`src/rtl/mul_arb_pkg.sv`:
```
// Shared types and constants for the mul_arbiter slice.
// The optional zero-operand bypass is enabled by defining MUL_ARB_ZERO_BYPASS_EN.
package mul_arb_pkg;

  localparam int DEF_WIDTH = 32;
  localparam int DEF_NREQ  = 4;

  typedef enum logic [2:0] {
    IDLE,
    ISSUE,
    WAIT_DONE,
    RELEASE,
    DELIVER
  } state_t;

  // Round-robin pointer advance, wrapping from nreq-1 back to 0.
  function automatic int ptr_inc(input int ptr, input int nreq);
    return (ptr + 1 >= nreq) ? 0 : ptr + 1;
  endfunction

endpackage

```
`src/rtl/mul_arbiter_rr_picker.sv`:
```
// Combinational round-robin picker: the first requester at or above ptr, wrapping.
// Used by mul_arbiter (optional feature macro: MUL_ARB_ZERO_BYPASS_EN, not used here).
module rr_picker #(
  parameter int NREQ = 4,
  parameter int IDXW = $clog2(NREQ)
) (
  input  logic [NREQ-1:0] req,
  input  logic [IDXW-1:0] ptr,
  output logic [NREQ-1:0] onehot,
  output logic [IDXW-1:0] index,
  output logic            any
);

  logic [IDXW-1:0] sel;

  // Scan from the farthest offset down so the closest candidate to ptr wins.
  always_comb begin
    onehot = '0;
    index  = '0;
    any    = 1'b0;
    sel    = '0;
    for (int k = NREQ - 1; k >= 0; k--) begin
      sel = IDXW'((int'(ptr) + k) % NREQ);
      if (req[sel]) begin
        onehot      = '0;
        onehot[sel] = 1'b1;
        index       = sel;
        any         = 1'b1;
      end
    end
  end

endmodule

```
`src/rtl/mul_arbiter.sv`:
```
// Round-robin arbiter sharing one multiplier among NREQ requesters.
// Define MUL_ARB_ZERO_BYPASS_EN to short-circuit transactions with a zero operand.
module mul_arbiter
  import mul_arb_pkg::*;
#(
  parameter int WIDTH = DEF_WIDTH,
  parameter int NREQ  = DEF_NREQ
) (
  input  logic                  clk,
  input  logic                  reset,
  input  logic [NREQ-1:0]       req,
  input  logic [NREQ*WIDTH-1:0] req_a,
  input  logic [NREQ*WIDTH-1:0] req_b,
  output logic [NREQ-1:0]       gnt,
  output logic [NREQ-1:0]       rsp_valid,
  input  logic [NREQ-1:0]       rsp_ack,
  output logic [2*WIDTH-1:0]    rsp_producto,
  output logic [WIDTH-1:0]      mul_a,
  output logic [WIDTH-1:0]      mul_b,
  output logic                  mul_valid_data,
  input  logic                  mul_ret_ack,
  input  logic                  mul_done,
  output logic                  mul_ack,
  input  logic [2*WIDTH-1:0]    mul_producto
);

  localparam int IDXW = $clog2(NREQ);

  state_t              state, state_n;
  logic [IDXW-1:0]     ptr, ptr_n, owner, owner_n, pick_idx;
  logic [NREQ-1:0]     pick_oh, owner_oh, gnt_n, rsp_valid_n;
  logic                pick_any, bypass, valid_n, ack_n;
  logic [WIDTH-1:0]    win_a, win_b, a_n, b_n;
  logic [2*WIDTH-1:0]  prod_n;

  rr_picker #(
    .NREQ(NREQ),
    .IDXW(IDXW)
  ) u_picker (
    .req   (req),
    .ptr   (ptr),
    .onehot(pick_oh),
    .index (pick_idx),
    .any   (pick_any)
  );

  assign win_a    = req_a[int'(pick_idx)*WIDTH +: WIDTH];
  assign win_b    = req_b[int'(pick_idx)*WIDTH +: WIDTH];
  assign owner_oh = NREQ'(1) << owner;

`ifdef MUL_ARB_ZERO_BYPASS_EN
  assign bypass = (win_a == '0) || (win_b == '0);
`else
  assign bypass = 1'b0;
`endif

  // Next-state and next-output logic; every output is registered below.
  always_comb begin
    state_n     = state;
    ptr_n       = ptr;
    owner_n     = owner;
    gnt_n       = '0;
    rsp_valid_n = rsp_valid;
    a_n         = mul_a;
    b_n         = mul_b;
    prod_n      = rsp_producto;
    valid_n     = mul_valid_data;
    ack_n       = mul_ack;
    case (state)
      IDLE: begin
        if (pick_any) begin
          owner_n = pick_idx;
          a_n     = win_a;
          b_n     = win_b;
          gnt_n   = pick_oh;
          if (bypass) begin
            prod_n      = '0;
            rsp_valid_n = pick_oh;
            state_n     = DELIVER;
          end else begin
            valid_n = 1'b1;
            state_n = ISSUE;
          end
        end
      end
      ISSUE: begin
        if (mul_ret_ack) begin
          valid_n = 1'b0;
          state_n = WAIT_DONE;
        end
      end
      WAIT_DONE: begin
        if (mul_done) begin
          prod_n  = mul_producto;
          ack_n   = 1'b1;
          state_n = RELEASE;
        end
      end
      RELEASE: begin
        // Hold ack until the multiplier has fully dropped its side of both handshakes.
        if (!mul_done && !mul_ret_ack) begin
          ack_n       = 1'b0;
          rsp_valid_n = owner_oh;
          state_n     = DELIVER;
        end
      end
      DELIVER: begin
        if (rsp_ack[owner]) begin
          rsp_valid_n = '0;
          ptr_n       = IDXW'(ptr_inc(int'(owner), NREQ));
          state_n     = IDLE;
        end
      end
      default: state_n = IDLE;
    endcase
  end

  always_ff @(posedge clk or posedge reset) begin
    if (reset) begin
      state          <= IDLE;
      ptr            <= '0;
      owner          <= '0;
      gnt            <= '0;
      rsp_valid      <= '0;
      rsp_producto   <= '0;
      mul_a          <= '0;
      mul_b          <= '0;
      mul_valid_data <= 1'b0;
      mul_ack        <= 1'b0;
    end else begin
      state          <= state_n;
      ptr            <= ptr_n;
      owner          <= owner_n;
      gnt            <= gnt_n;
      rsp_valid      <= rsp_valid_n;
      rsp_producto   <= prod_n;
      mul_a          <= a_n;
      mul_b          <= b_n;
      mul_valid_data <= valid_n;
      mul_ack        <= ack_n;
    end
  end

endmodule

```
`config.mk`:
```
export PLATFORM = sky130hd
export DESIGN_NAME = mul_arbiter
export DESIGN_NICKNAME = d
export VERILOG_FILES = /design/src/rtl/mul_arb_pkg.sv /design/src/rtl/mul_arbiter_rr_picker.sv /design/src/rtl/mul_arbiter.sv
export SDC_FILE = /design/constraint.sdc
export NUM_CORES = 1
export LEC_CHECK = 0
export CAP_MARGIN = 10
export CORE_AREA = 5 5 177 179
export CTS_CLUSTER_DIAMETER = 200
export DETAILED_ROUTE_END_ITERATION = 6
export DIE_AREA = 0 0 182 184
export PLACE_DENSITY = 0.65
export SETUP_SLACK_MARGIN = 0.15
export SLEW_MARGIN = 20
export SYNTH_ARGS = -nofsm -noshare
export SYNTH_HDL_FRONTEND = slang
export SYNTH_SLANG_ARGS = --single-unit
```
`constraint.sdc`:
```
create_clock -name clk -period 6.23 [get_ports clk]
set_input_delay 1.246 -clock clk [delete_from_list [all_inputs] [get_ports clk]]
set_output_delay 1.246 -clock clk [all_outputs]
set_load 0.005 [all_outputs]
```
Word level (Yosys, flattened, before mapping). Cells that the tools add are included.

Memories kept: 0. Bits in latches: 0. Flip-flop bits (word level): 145. Logic and storage cells: 102. Memory bits (read-only): 0. Memory bits (writable): 0. Input bits: 332.

Eq/ne operators: 9. Div/mod/pow operators: 0. Multipliers: 0. Order comparisons: 10. Shifts and indexed selects: 3. Reductions and logical operators: 18. Multiplexer cells: 48. Bitwise logic cells: 0. $add $sub $neg: 4.

Operator list (number): $shiftx 128x8->32 (2); $mux 4 (8); $mux 1 (17); $lt 2x3->1 const B (5); $mux 3 (5); $pmux 3 s5 (1); $bmux 1 s2 (5); $mux 2 (5); $ne 2x2->1 const B (5); $reduce_and 3->1 (3); $demux 1 s2 (4); $ge 2x1->1 const B (4); $pmux 4 s2 (1); $eq 3x2->1 const B (2); $reduce_and 2->1 (3); $reduce_bool 2->1 (3); $logic_and 1x1->1 (5); $reduce_and 5->1 (1); $add 2x2->2 const B (2); $pmux 1 s2 (2); $shl 1x2->4 const A (1); $add 2x1->3 const B (1); $eq 3x1->1 const B (1); $eq 3x3->1 const B (1); other kinds (4) (5).

Longest topological paths before layout. Gate-level depths: netlist (run 1).

Word-level depth: 11. Depth in mapped cells: 13. Gate-level depth less buffers: 8.

Cells and area by module. From an unflattened synthesis (run 1), not the netlist that was laid out.

Cells, all modules: 476. Area total of the unflattened synthesis: 7840.0 um2.

By module, submodules not included: mul_arbiter (instances 1, cells an instance 415, area each 7330.8 um2, sequential area each 3628.5 um2); rr_picker (instances 1, cells an instance 61, area each 509.2 um2, sequential area each 0.0 um2).

Least setup slack after synthesis (run 1). Ideal clock, no wire load.

Path type: in2reg. Start: input req[0]. End: register mul_a[10]. Required time: 6.147 ns. Buffers on the path: 2. Cell stages on the path: 8. Arrival: 2.957 ns. Slack: 3.191 ns. Cell sequence: buf_2 > nor4b_1 > or4_1 > o311a_1 > nor2_1 > buf_2 > mux2_2 > o21ai_0.

Word-level cells in the longest chain between the ends: 7. Elaborated cells between the ends (all ways): 18. Classes of those cells: shift: 1; mux: 16; reduce/logical: 1.

Ends and longest elaborated chain: start, declared (RTL line mul_arbiter.sv:11) `input logic [NREQ-1:0] req,`; $bmux 1 s2 (RTL line mul_arbiter_rr_picker.sv:24) `if (req[sel]) begin`; $mux 1 (not written as such) (RTL line mul_arbiter_rr_picker.sv:24); $mux 2 / $mux 1 (equally long branches) (4 in series) (RTL line mul_arbiter_rr_picker.sv:24); $shiftx 128x8->32 / $reduce_and 2->1 (equally long branches); end signal, assigned (RTL line mul_arbiter.sv:137) `mul_a <= a_n;`; end, declared (RTL line mul_arbiter.sv:18) `output logic [WIDTH-1:0] mul_a,`.

Several ways; a longest one is shown, not always the timed one. The select of a mux whose other input is x is not followed. A chain may end at the register's enable or synchronous reset.

Worst setup path in the final report (run 1).
Start: input req[3]. End: register mul_a[0].

Same word-level chain as after synthesis.

==> results_dict.tcl, run 1 <==
set metrics [dict create \
    finalNetCount 1453 \
    final.setup_skew_ns 0.0174 \
    clock_power_share_pct 20.0 \
    layout_commonest_cell "sky130_fd_sc_hd__clkdlybuf4s50_1" \
    timing.hold.worst_path_depth 2 \
    final-setup-viol-count 0 \
    coreArea_um2 29400 \
    final-max-slew-violation-count 0 \
    floorplan.rows 63 \
    grt_overflow_total 0 \
    outcome "finished clean" \
    yosys_warnings 0 \
    wire_per_inst_um 19.7 \
    r2r_worst_path_depth 8 \
    place_congestion 0.804 \
    drive_gt1_share_pct 13.2 \
    drt-total-wl_mm 29.7 \
    cts_max_level 4 \
    vias 7021 \
    post_layout_nonfiller_instances 1513 \
    worstMarginPinSlew_ns 1.11 \
    worstSetupStartpointType "input pin" \
    synth_top_area_share_pct 46.6 \
    clock_path_buffers 2 \
    initial_antenna_violation_count 0 \
    die_x_um 182 \
    worst-endpoint-required_ns 6.47 \
    timing.setup.tns_ns 0 \
    sw_frac_of_total_pct 34.1 \
    setup_ws_ns 2.36 \
    utilization_pct 45.6 \
    layout.cells.most_common_list "sky130_fd_sc_hd__clkdlybuf4s50_1, sky130_fd_sc_hd__dfrtp_1, sky130_fd_sc_hd__mux2i_1" \
    detailedPlacementHpwl_mm 23.0 \
    max_freq_mhz 258 \
    design.portCount 470 \
    p_leak_uw 0.00554 \
    cts.hold.buffers_added 0 \
    multi_input_area_um2 3880 \
    layout_min_cycle_time_ns 3.87 \
    asyncSetResetFlopFracSynth_pct 100 \
    start_util_pct 26.5 \
    detailedRoute.firstIterationViolations 349 \
    clock-sinks 145 \
    layout.area.seq_um2 3630 \
    clkLatencyLatePin_ns 0.43 \
    worst_ir_drop_vdd_mv 0.238 \
    ys_seq_elements 145 \
    grt_pass1_vias 7496 \
    synth_edf_count 0 \
    synth_area_leaders "sky130_fd_sc_hd__dfrtp_1, sky130_fd_sc_hd__mux2i_1, sky130_fd_sc_hd__mux2_2, sky130_fd_sc_hd__nand2_1, sky130_fd_sc_hd__o221ai_1" \
    postSynthNetCount 1010 \
    synth.distinct_cells 43 \
    grt_start_max_net_pins 99 \
    dpl_worst_slack_ns 1.89 \
    switchingPower_uw 1940 \
    die_y_um 184 \
    io_buffers 469 \
    via_density 4.64 \
    filler_cells 2718 \
    power.density_nw_per_um2 424 \
    die-area_um2 33500 \
    maxCapViolCount 0 \
    ctsResizeCount 0 \
    timing.hold.worst.class "register to register" \
    crit_arrival_ns 4.11 \
    grtUsageTotal_pct 17.1 \
    route.detailed.drc 0 \
    root_buffer "sky130_fd_sc_hd__clkbuf_16" \
    unrepaired_setup_endpoints_after_global_routing "no" \
    power_frac_seq_pct 29.6 \
    dpl-instance-area_um2 12800 \
    sequential_share_of_the_synthesized_area_pct 46.6 \
    criticalPathCategory "input pin to register" \
    post_synth_inst_count 666 \
    tritoncts "done" \
    grt_first_pass_wirelength_mm 44.6 \
    slew-limit-headroom_pct 26.1 \
    comb_power_share_pct 50.3 \
    timing.final.hold_violations 0 \
    layout.cell_area.non_filler_um2 13400 \
    postRouteAntennaNets 0 \
    synthToLayoutAreaGrowth_pct 72.4 \
    endpoint_kind "register" \
    syn_area_per_cell_um2 11.7 \
    mappedNetlistArea_um2 7780 \
    post-route-period-util_pct 62.2 \
    post_cts_clock_slew_at_the_launch_and_capture_registers_of_the_worst_setup_and_hold_paths_ns 0.07 \
    post_cts_buffers 0 \
    post-synth-top-area-cell "sky130_fd_sc_hd__dfrtp_1" \
    cts_inserted_buffers 17 \
    synth_ff_type "sky130_fd_sc_hd__dfrtp_1" \
    cp_max_fo 65 \
    place_inst 1480 \
    internal-power_uw 3750 \
    drtPass1Iterations 4 \
]
==> worst max-delay path: stages <==
cell                              delay, ns
sky130_fd_sc_hd__clkdlybuf4s50_1       0.59
sky130_fd_sc_hd__mux2_1                0.37
sky130_fd_sc_hd__o32ai_1               0.57
sky130_fd_sc_hd__nor2_4                0.02
sky130_fd_sc_hd__buf_4                 0.43
sky130_fd_sc_hd__nand2_1               0.25
sky130_fd_sc_hd__buf_4                 0.39
sky130_fd_sc_hd__o221ai_1              0.19
==> layer usage <==
layer | vias up | GRT usage (%) | part of all wire (%)
li1 | 3326 | - | -
met1 | 3373 | 19.8 | 38
met2 | 298 | 30.2 | 51
met3 | 24 | 6.27 | 8.5
met4 | 0 | 4.23 | 1.6
met5 | - | 0 | 0
==> power by group through the flow <==
stage / Combinational, uW / Clock [uW] / Sequential, uW
floorplan: 1460 / 0 / 1680
global placement: 2890 / 0 / 1690
detailed placement: 2920 / 0 / 1710
CTS: 2930 / 1180 / 1690
global route: 3130 / 1210 / 1750
finish: 2870 / 1140 / 1690
==> metrics by stage <==
step / hold slack [ns] / power [uW]
final: 0.478 / 5690
after global routing: 0.506 / 6100
after CTS: 0.485 / 5800
after detailed placement: 0.469 / 4630
after global placement: 0.465 / 4580
after floorplan: 0.473 / 3150
==> cell families after synthesis <==
logic type / after synthesis / synth area share, %
mux: 232 / 32.1
flops: 145 / 46.6
simple gates: 115 / 6.43
compound gates: 102 / 8.75
buf+inv: 59 / 4.05
fa+ha+maj: 12 / 1.93
xor+xnor: 1 / 0.113
==> layout make-up <==
type | count | area share (%)
diodes | 1 | 0.0187
clock buffers | 17 | 3.17
clock inverters | 15 | 1.54
inverters | 7 | 0.233
multi-input cells | 462 | 28.9
flip-flops and latches | 145 | 27.1
well taps | 390 | 3.64
repair buffers | 476 | 35.4
==> synthesized netlist by cell type, types with 7 or more instances <==
master and instances:
sky130_fd_sc_hd__dfrtp_1 145, sky130_fd_sc_hd__mux2i_1 130, sky130_fd_sc_hd__mux2_2 97, sky130_fd_sc_hd__nand2_1 78, sky130_fd_sc_hd__o21ai_0 44, sky130_fd_sc_hd__o221ai_1 32, sky130_fd_sc_hd__clkbuf_1 22, sky130_fd_sc_hd__buf_2 15
sky130_fd_sc_hd__nor2_1 15, sky130_fd_sc_hd__ha_1 12, sky130_fd_sc_hd__buf_4 8, sky130_fd_sc_hd__a21oi_1 7, sky130_fd_sc_hd__inv_1 7
==> path summary, 6_finish.rpt <==
kind | start | end | slack [ns]
setup / recovery | req[3] | mul_a[0] | 2.36
hold / removal | mul_a[22] | mul_a[22] | 0.48
setup reg to reg | ptr[0] | mul_a[12] | 2.39
hold reg to reg | mul_a[22] | mul_a[22] | 0.48
max in group asynchronous | reset | mul_a[9] | 3.90
min in group asynchronous | reset | rsp_producto[41] | 1.28
==> registers in the layout (all words and copies together) (netlist names) <==
signal and count:
rsp_producto 64, mul_a 32, mul_b 32, gnt 4, rsp_valid 4, state 3, owner 2, ptr 2
mul_ack 1, mul_valid_data 1
(Power assumes the default switching activity.)
==> inputs of run 2 (changes only) <==
--- a/config.mk
+++ b/config.mk
@@ -6,10 +6,10 @@
 export NUM_CORES = 1
 export LEC_CHECK = 0
 export CAP_MARGIN = 10
-export CORE_AREA = 5 5 177 179
+export CORE_AREA = 5 5 182 184
 export CTS_CLUSTER_DIAMETER = 200
 export DETAILED_ROUTE_END_ITERATION = 6
-export DIE_AREA = 0 0 182 184
+export DIE_AREA = 0 0 187 189
 export PLACE_DENSITY = 0.65
 export SETUP_SLACK_MARGIN = 0.15
 export SLEW_MARGIN = 20
==> constraint.sdc (replaced) <==
create_clock -name clk -period 3.5 [get_ports clk]
set_input_delay 0.7 -clock clk [delete_from_list [all_inputs] [get_ports clk]]
set_output_delay 0.7 -clock clk [all_outputs]
set_load 0.005 [all_outputs]
==> results_dict.tcl, run 2 (synthesis gave the netlist of run 1 again) <==
set metrics [dict create \
    ctsResizeCount 0 \
    drtPass1Iterations 4 \
    unrepaired_setup_endpoints_after_global_routing "no" \
    post-route-period-util_pct 89.4 \
    io_buffers 469 \
    diodes 0 \
    cp_max_fo 36 \
    worstPathBufferInverterCount 2 \
    post_layout_nonfiller_instances 1536 \
    tritoncts "done" \
    floorplan.rows 65 \
    layout.cell_area.non_filler_um2 13600 \
    worst_ir_drop_vdd_mv 0.340 \
    die_y_um 189 \
    clock-sinks 145 \
    timing.critical_path.slowest_cell_delay_ns 0.60 \
    critical-path-slowest-cell "sky130_fd_sc_hd__clkdlybuf4s50_1" \
    endpoint_kind "register" \
    detailedRoute.firstIterationViolations 322 \
    cts_max_level 4 \
    final.setup_skew_ns 0.00921 \
    initial_antenna_violation_count 0 \
    via_density 4.60 \
    cts_inserted_buffers 17 \
    criticalPathCategory "input pin to register" \
    max_freq_mhz 320 \
    final-setup-viol-count 0 \
    cts.hold.buffers_added 0 \
    route.detailed.drc 0 \
    design.portCount 470 \
    outcome "finished clean" \
    slew-limit-headroom_pct 28.9 \
    maxCapViolCount 0 \
    critical_path.top_delay_family "buffers and inverters" \
    grtUsageTotal_pct 16.4 \
    grt_overflow_total 0 \
    die_x_um 187 \
    timing.final.hold_violations 0 \
    vias 7067 \
    crit_arrival_ns 3.47 \
    die-area_um2 35300 \
    post_cts_clock_slew_at_the_launch_and_capture_registers_of_the_worst_setup_and_hold_paths_ns 0.07 \
    worst-endpoint-required_ns 3.84 \
    place_congestion 0.815 \
    layout.cells.most_common_list "sky130_fd_sc_hd__clkdlybuf4s50_1, sky130_fd_sc_hd__dfrtp_1, sky130_fd_sc_hd__mux2i_1" \
    clkLatencyLatePin_ns 0.42 \
    post_cts_buffers 0 \
    clock_path_buffers 2 \
    coreArea_um2 31200 \
    grt_pass1_vias 7760 \
    timing.hold.worst.class "register to register" \
    power.density_nw_per_um2 753 \
    p_leak_uw 0.00562 \
    root_buffer "sky130_fd_sc_hd__clkbuf_16" \
    timing.setup.tns_ns 0 \
    drt-total-wl_mm 29.6 \
    top_regs "rsp_producto: 64 flops, mul_a: 32 flops, mul_b: 32 flops" \
    synthToLayoutAreaGrowth_pct 74.7 \
    worstSetupStartpointType "input pin" \
    start_util_pct 24.9 \
    largest-register "rsp_producto" \
    finalNetCount 1465 \
    wire_per_inst_um 19.3 \
    cell_chain_critical_path "clkdlybuf4s50_1, mux2_1, o32ai_1, nor2_4, buf_12, mux2i_1, mux2_2, o21ai_0" \
    largest_reg_flops 64 \
    place_inst 1504 \
    final-max-slew-violation-count 0 \
    postRouteAntennaNets 0 \
    grt_first_pass_wirelength_mm 45.7 \
    dpl-instance-area_um2 13000 \
    layout_commonest_cell "sky130_fd_sc_hd__clkdlybuf4s50_1" \
    grt_start_max_net_pins 146 \
    detailedPlacementHpwl_mm 23.0 \
    worstMarginPinSlew_ns 1.06 \
    drive_gt1_share_pct 14.1 \
    layout_min_cycle_time_ns 3.13 \
]
-- run 2: cell count changes in the layout (fill, tap and decap cells not counted), sizes merged --
cell      delta
diode        -1
inv          -1
clkinv       +1
clkinvlp     +1
buf         +12
bufinv       -1
-- run 2: layer usage --
metal	track usage, %	wire, um	share of wire [%]	vias up
met1	18.2	11600	39	3390
met3	6.31	2410	8.2	40
met5	0	0	0	-
li1	-	-	-	3343
met2	29.1	14900	50	294
met4	5.18	675	2.3	0
-- run 2: path summary, 6_finish.rpt --
kind                            startpoint        end  slack [ns]  cells after the start
worst max register to register      ptr[0]  mul_b[15]        0.59                      9
worst min-delay path             mul_a[16]  mul_a[16]        0.48                      2
min in group asynchronous            reset  mul_a[20]        0.89                      3
worst max-delay path                req[3]  mul_a[23]        0.37                      8
max in group asynchronous            reset     gnt[2]        1.96                      3
worst min register to register   mul_a[16]  mul_a[16]        0.48                      2
-- run 2: worst min-delay path: stages (launching register included) --
cell,delay (ns)
sky130_fd_sc_hd__dfrtp_1,0.34
sky130_fd_sc_hd__nand2_1,0.05
sky130_fd_sc_hd__o21ai_0,0.06
-- run 2: report_power, final --
| part | switching, uW | internal [uW] | leakage (uW) |
|---|---|---|---|
| Clock | 865 | 1090 | 0.000300 |
| Sequential | 487 | 2500 | 0.00177 |
| Combinational | 2150 | 3140 | 0.00355 |
-- run 2: stage by stage --
stage | hold WS (ns) | worst slack [ns] | util [%] | power, uW
6_report | 0.481 | 0.370 | 43.5 | 10200
5_1_grt | 0.506 | 0.232 | 43.5 | 10900
3_3_place_gp | 0.462 | -0.0544 | 41.5 | 8300
3_5_place_dp | 0.469 | -0.189 | 41.5 | 8400
4_1_cts | 0.484 | 0.259 | 43.5 | 10400
2_1_floorplan | 0.473 | 0.714 | - | 5600
-- run 2: area by class of cell --
| class | count | area, um^2 |
|---|---|---|
| fill | 2964 | 17600 |
| timing repair buffer | 488 | 4920 |
| multi-input combinational | 462 | 3890 |
| tap | 402 | 503 |
| inverter | 7 | 30.0 |
| clock buffer | 17 | 425 |
| clock inverter | 15 | 184 |
| sequential | 145 | 3630 |
==> RTL change 1, RTL diff (config.mk and constraints of run 2) <==
The package constant `DEF_NREQ` goes from 4 to 2.
--- a/src/rtl/mul_arb_pkg.sv
+++ b/src/rtl/mul_arb_pkg.sv
@@ -5,3 +5,3 @@
   localparam int DEF_WIDTH = 32;
-  localparam int DEF_NREQ  = 4;
+  localparam int DEF_NREQ  = 2;
 
Interface: changed (6 resized); port bits go from 470 to 334. No check against the original RTL was run, so the function may have changed too.
==> RTL change 1 against run 2 <==
  * Power decreased by 19%
  * Design area decreased by 25%
  * Routed wire length decreased by 29%
  * Synthesized area decreased by 25%
  * Core utilization decreased by 11 points
  * Combinational power decreased by 32%
  * Highest routed layer unchanged
  * Worst setup slack improved by 0.79 ns
  * Synthesized cell count decreased by 37%
  * Clock power decreased by 4%
  * Sequential cell count decreased by 6
  * Largest cell class unchanged
  * Critical endpoint is now mul_b[23]$_DFFE_PP0P_
  * Largest power group unchanged
==> RTL change 1: results (changes against run 2) <==
- The placer's final routability congestion estimate came to 0.743 (-8.7%).
- The path depth of the worst reg2reg path came to 3 (-6).
- The cell with the largest stage delay on the worst path is sky130_fd_sc_hd__or4b_4.
- The post-place setup slack was 0.716 ns (+0.905 ns).
- The pin count of the biggest net entering global routing is 67 (-54%).
- The first-pass GRT wire length came to 32200 µm (-30%).
- The endpoint identified for the worst register-to-register timing path is mul_b[23]$_DFFE_PP0P_.
- The total global routing track utilization was 0.117 (-0.0465).
- The worst min-delay path startpoint is rsp_producto[20]$_DFFE_PP0P_.
- The number of nets at the end of the flow is 949 (-35%).
- The synthesized net count is 617 (-39%).
- The relative slew slack is 0.486 (+0.197).
- After synthesis, the cell types taking the most area are sky130_fd_sc_hd__dfrtp_1 60%, sky130_fd_sc_hd__mux2_2 12%, sky130_fd_sc_hd__o221a_2 12%.
- The number of fill cells in the layout is 3125 (+5.4%).
- The kind of cell with the highest combined delay on the critical path is simple AND/OR/NAND/NOR gates.
- The count of routing violations after the opening detailed-route iteration is 226 (-30%).
- The number of placed instances, taps included was 1132 (-25%).
- For hold timing, the worst endpoint is rsp_producto[20]$_DFFE_PP0P_.
- The fraction of layout cells with a size suffix above 1 was 0.241 (+0.100).
- The worst hold slack came to 0.506 ns (+0.0247 ns).
- The worst stage delay on the critical path is 0.80 ns (+0.20 ns).
- The standard cell area after detailed placement is 9650 µm² (-26%).
- The storage element area is 3480 µm² (-4.1%).
- The startpoint identified for the worst register-to-register timing path is state[1]$_DFFE_PP0P_.
- The detailed-route vias per instance came to 4.25 (-7.7%).
- The maximum fanout count along the critical path came to 66 (+83%).
- The worst-case clock skew is 0.00922 ns (+0.00000571 ns).
- The routed length per instance is 18.0 µm (-6.4%).
- The number of distinct standard cells referenced by the synthesized netlist is 32 (-26%).
- After synthesis, the most frequently instantiated cells are 139 x sky130_fd_sc_hd__dfrtp_1, 64 x sky130_fd_sc_hd__mux2_2, 64 x sky130_fd_sc_hd__o221a_2, 64 x sky130_fd_sc_hd__or3_1, 20 x sky130_fd_sc_hd__clkbuf_1.
- The worst-case register-to-register setup slack is 1.30 ns (+0.71 ns).
- The portion of the clock cycle consumed by the worst path in the final layout was 0.670 (-0.225).
- The average cell area after synthesis is 13.9 µm² (+19%).
- The via count of the first global-routing pass is 5287 (-32%).
- The placed wire-length estimate was 15400 µm (-33%).
- The post-synthesis sequential area ratio is 0.598 (+0.132).
- The flow ran to the end, and the final reports show no timing, DRC or antenna violations.
- The worst vdd rail ir drop is 0.000313 V (-8.0%).
- The cell depth of the worst min-delay path is 1 (-1).
-- RTL change 1: cell types whose count changed after synthesis, moves of 6 or more --
cell and delta:
sky130_fd_sc_hd__nor2_1 -11, sky130_fd_sc_hd__o21ai_0 -41, sky130_fd_sc_hd__dfrtp_1 -6, sky130_fd_sc_hd__ha_1 -12, sky130_fd_sc_hd__mux2_2 -33, sky130_fd_sc_hd__buf_2 -6, sky130_fd_sc_hd__o221a_2 +64, sky130_fd_sc_hd__buf_4 -8
sky130_fd_sc_hd__o221ai_1 -32, sky130_fd_sc_hd__nand2_1 -74, sky130_fd_sc_hd__or3_1 +64, sky130_fd_sc_hd__mux2i_1 -129
-- RTL change 1: worst max path at each step --
stage,endpoint,from
after detailed placement,mul_a[26]$_DFFE_PP0P_,req[1]
after global routing,mul_a[5]$_DFFE_PP0P_,req[1]
final,mul_b[23]$_DFFE_PP0P_,req[1]
after CTS,mul_b[0]$_DFFE_PP0P_,req[1]
after global placement,mul_a[26]$_DFFE_PP0P_,req[1]
after floorplan,gnt[0]$_DFF_PP0_,reset
-- RTL change 1: where the power goes --
part           internal [mW]  total [mW]  leakage, nW  switching, mW
logic                   2.43        3.60         2.02           1.16
registers               2.40        2.87         1.59          0.478
clock network           1.09        1.87        0.281          0.780
total                   5.91        8.34         3.89           2.42
-- RTL change 1: routing by layer --
layer / GRT usage / wire length [µm] / up-vias
met5: 0 / 0 / -
met3: 0.0535 / 1780 / 12
met2: 0.189 / 9770 / 238
met4: 0.0316 / 235 / 0
li1: - / - / 2268
met1: 0.143 / 9200 / 2424
-- RTL change 1: layout make-up --
type | instances | share of cell area
Timing Repair Buffer | 350 | 0.342
Sequential cell | 139 | 0.339
Multi-Input combinational cell | 233 | 0.207
Tap cell | 402 | 0.0491
Clock buffer | 18 | 0.0428
Clock inverter | 14 | 0.0156
Inverter | 8 | 0.00330
-- RTL change 1: logic make-up after synthesis --
family | after synthesis | share of synthesized area
xor gates and xnor gates | 1 | 0.00151
AOI/OAI and AO/OA | 80 | 0.142
buffers and inverters | 45 | 0.0374
and+or+nand+nor | 87 | 0.0949
DFF | 139 | 0.598
muxes | 65 | 0.126
-- RTL change 1: worst register-to-register path, delay by kind of cell (launching register included) --
| family | cells | cell delay [ns] |
|---|---|---|
| compound gates | 1 | 0.13 |
| simple gates | 2 | 1.39 |
| flops | 1 | 0.56 |
==> RTL change 2, RTL diff (settings of run 2) <==
Without the edit above. Take the reset off `rsp_producto` and load it in a clocked block of its own.
--- a/src/rtl/mul_arbiter.sv
+++ b/src/rtl/mul_arbiter.sv
@@ -124,3 +124,2 @@
       rsp_valid      <= '0;
-      rsp_producto   <= '0;
       mul_a          <= '0;
@@ -135,3 +134,2 @@
       rsp_valid      <= rsp_valid_n;
-      rsp_producto   <= prod_n;
       mul_a          <= a_n;
@@ -143,2 +141,6 @@
 
+  always_ff @(posedge clk) begin
+    rsp_producto <= prod_n;
+  end
+
 endmodule
Behaviour: differs if reset is asserted again (counterexample within 4 cycles, from zero or initial values and one cycle with reset high); with reset held inactive, the same outputs for 4 cycles.
==> RTL change 2 against run 2 <==
  * Design area is 4.4% lower
  * Routed wire length is 5.2% lower
  * Sequential cell count stayed put
  * Synthesized area is 7.5% lower
  * Power is 14% lower
  * Worst setup slack better by 0.37 ns
  * Clock power is 6% lower
  * Die area stayed put
  * Clock skew is 0.0042 ns higher
  * Maximum frequency is 13% higher
  * Count of clock-buffer cells in the layout is 1 higher
  * Critical endpoint is now mul_a[0]$_DFFE_PP0P_
==> RTL change 2: results (changes against run 2) <==
- The clock latency at the later pin of the worst-skew pair is 0.44 ns (+0.02 ns).
- The post-place setup slack came to 0.404 ns (+0.594 ns).
- The maximum fanout count along the critical path is 33 (-8.3%).
- The commonest cells after synthesis are 134 x sky130_fd_sc_hd__mux2i_1, 81 x sky130_fd_sc_hd__dfrtp_1, 67 x sky130_fd_sc_hd__nand2_1.
- The total global routing track utilization is 0.155 (-0.00922).
- The final critical delay including setup and external delays is 2.76 ns (-0.367 ns).
- By area the synthesized netlist is led by sky130_fd_sc_hd__dfrtp_1 28%, sky130_fd_sc_hd__edfxtp_1 27%, sky130_fd_sc_hd__mux2i_1 19%.
- The count of flip-flops with a built-in enable after synthesis is 64 (+64).
- The fraction of layout cells with a size suffix above 1 is 0.0832 (-0.0579).
- The static power due to leakage came to 5.09 nW (-9.5%).
- The synthesized-area fraction occupied by adder cells is 0.0209 (+0.00157).
- The placed wire-length estimate is 21900 µm (-4.7%).
- The total via count in the routed design is 6569 (-7.0%).
- The sum of met3 wire segment lengths after detailed routing is 2700 µm (+12%).
- The count of routing violations after the opening detailed-route iteration was 257 (-20%).
- The type of the worst setup path is register to register.
- The flow ran to the end, and the final reports show no timing, DRC or antenna violations.
- The routed length per instance came to 19.5 µm (+1.4%).
- The data arrival time of the critical path is 3.07 ns (-0.40 ns).
- The cell with the largest stage delay on the worst path is sky130_fd_sc_hd__ha_1.
- The via count of the first global-routing pass came to 7042 (-9.3%).
- The launching point of the worst reg2reg path is ptr[1]$_DFFE_PP0P_.
- The number of distinct standard cells referenced by the synthesized netlist is 37 (-14%).
- The detailed-route vias per instance was 4.57 (-0.57%).
- The post-synthesis sequential area ratio was 0.549 (+0.0825).
- The worst vdd rail ir drop is 0.000318 V (-6.4%).
- The global-route track usage on met2 was 0.262 (-0.0293).
- The pin count of the biggest net entering global routing was 65 (-55%).
- The synthesized net count is 900 (-11%).
- The power attributed to sequential cells is 2.71 mW (-9.4%).
- The fraction of synthesized cell area in xor and xnor cells came to 0.00122 (+0.0000917).
- The overall power consumption is 8.79 mW (-14%).
- The post-synthesis mux area share is 0.204 (-0.117).
- The number of nets at the end of the flow was 1365 (-6.8%).
- In this run the critical register-to-register path is captured at mul_a[0]$_DFFE_PP0P_.
- The met1 usage is 0.177 (-0.00486).
- The met3 track utilization from global routing is 0.0642 (+0.00111).
- The worst hold path terminates at rsp_valid[0]$_DFFE_PP0P_.
- The standard cell area after detailed placement is 12400 µm² (-4.4%).
- The complex-gate fraction of the synthesized area is 0.119 (+0.0315).
- The total length of routed met2 wires is 13900 µm (-7.0%).
RTL change 2: cell types whose count changed after synthesis, moves of 5 or more:
cell                       change
sky130_fd_sc_hd__a221oi_2     +20
sky130_fd_sc_hd__a22oi_1       -5
sky130_fd_sc_hd__buf_2         -5
sky130_fd_sc_hd__clkbuf_1      -7
sky130_fd_sc_hd__dfrtp_1      -64
sky130_fd_sc_hd__edfxtp_1     +64
sky130_fd_sc_hd__mux2_2       -95
sky130_fd_sc_hd__nand2_1      -11
sky130_fd_sc_hd__nor2_1       +18
sky130_fd_sc_hd__o21ai_0      -36
sky130_fd_sc_hd__o221ai_1     +12
sky130_fd_sc_hd__or3_1         +5
RTL change 2: final cells by class:
class,count,area (µm²)
Tap cell,402,503
Inverter,7,27.5
Clock inverter,14,139
Multi-Input combinational cell,363,2990
Clock buffer,18,450
Fill cell,2966,18200
Timing Repair Buffer,487,4930
Sequential cell,145,3950
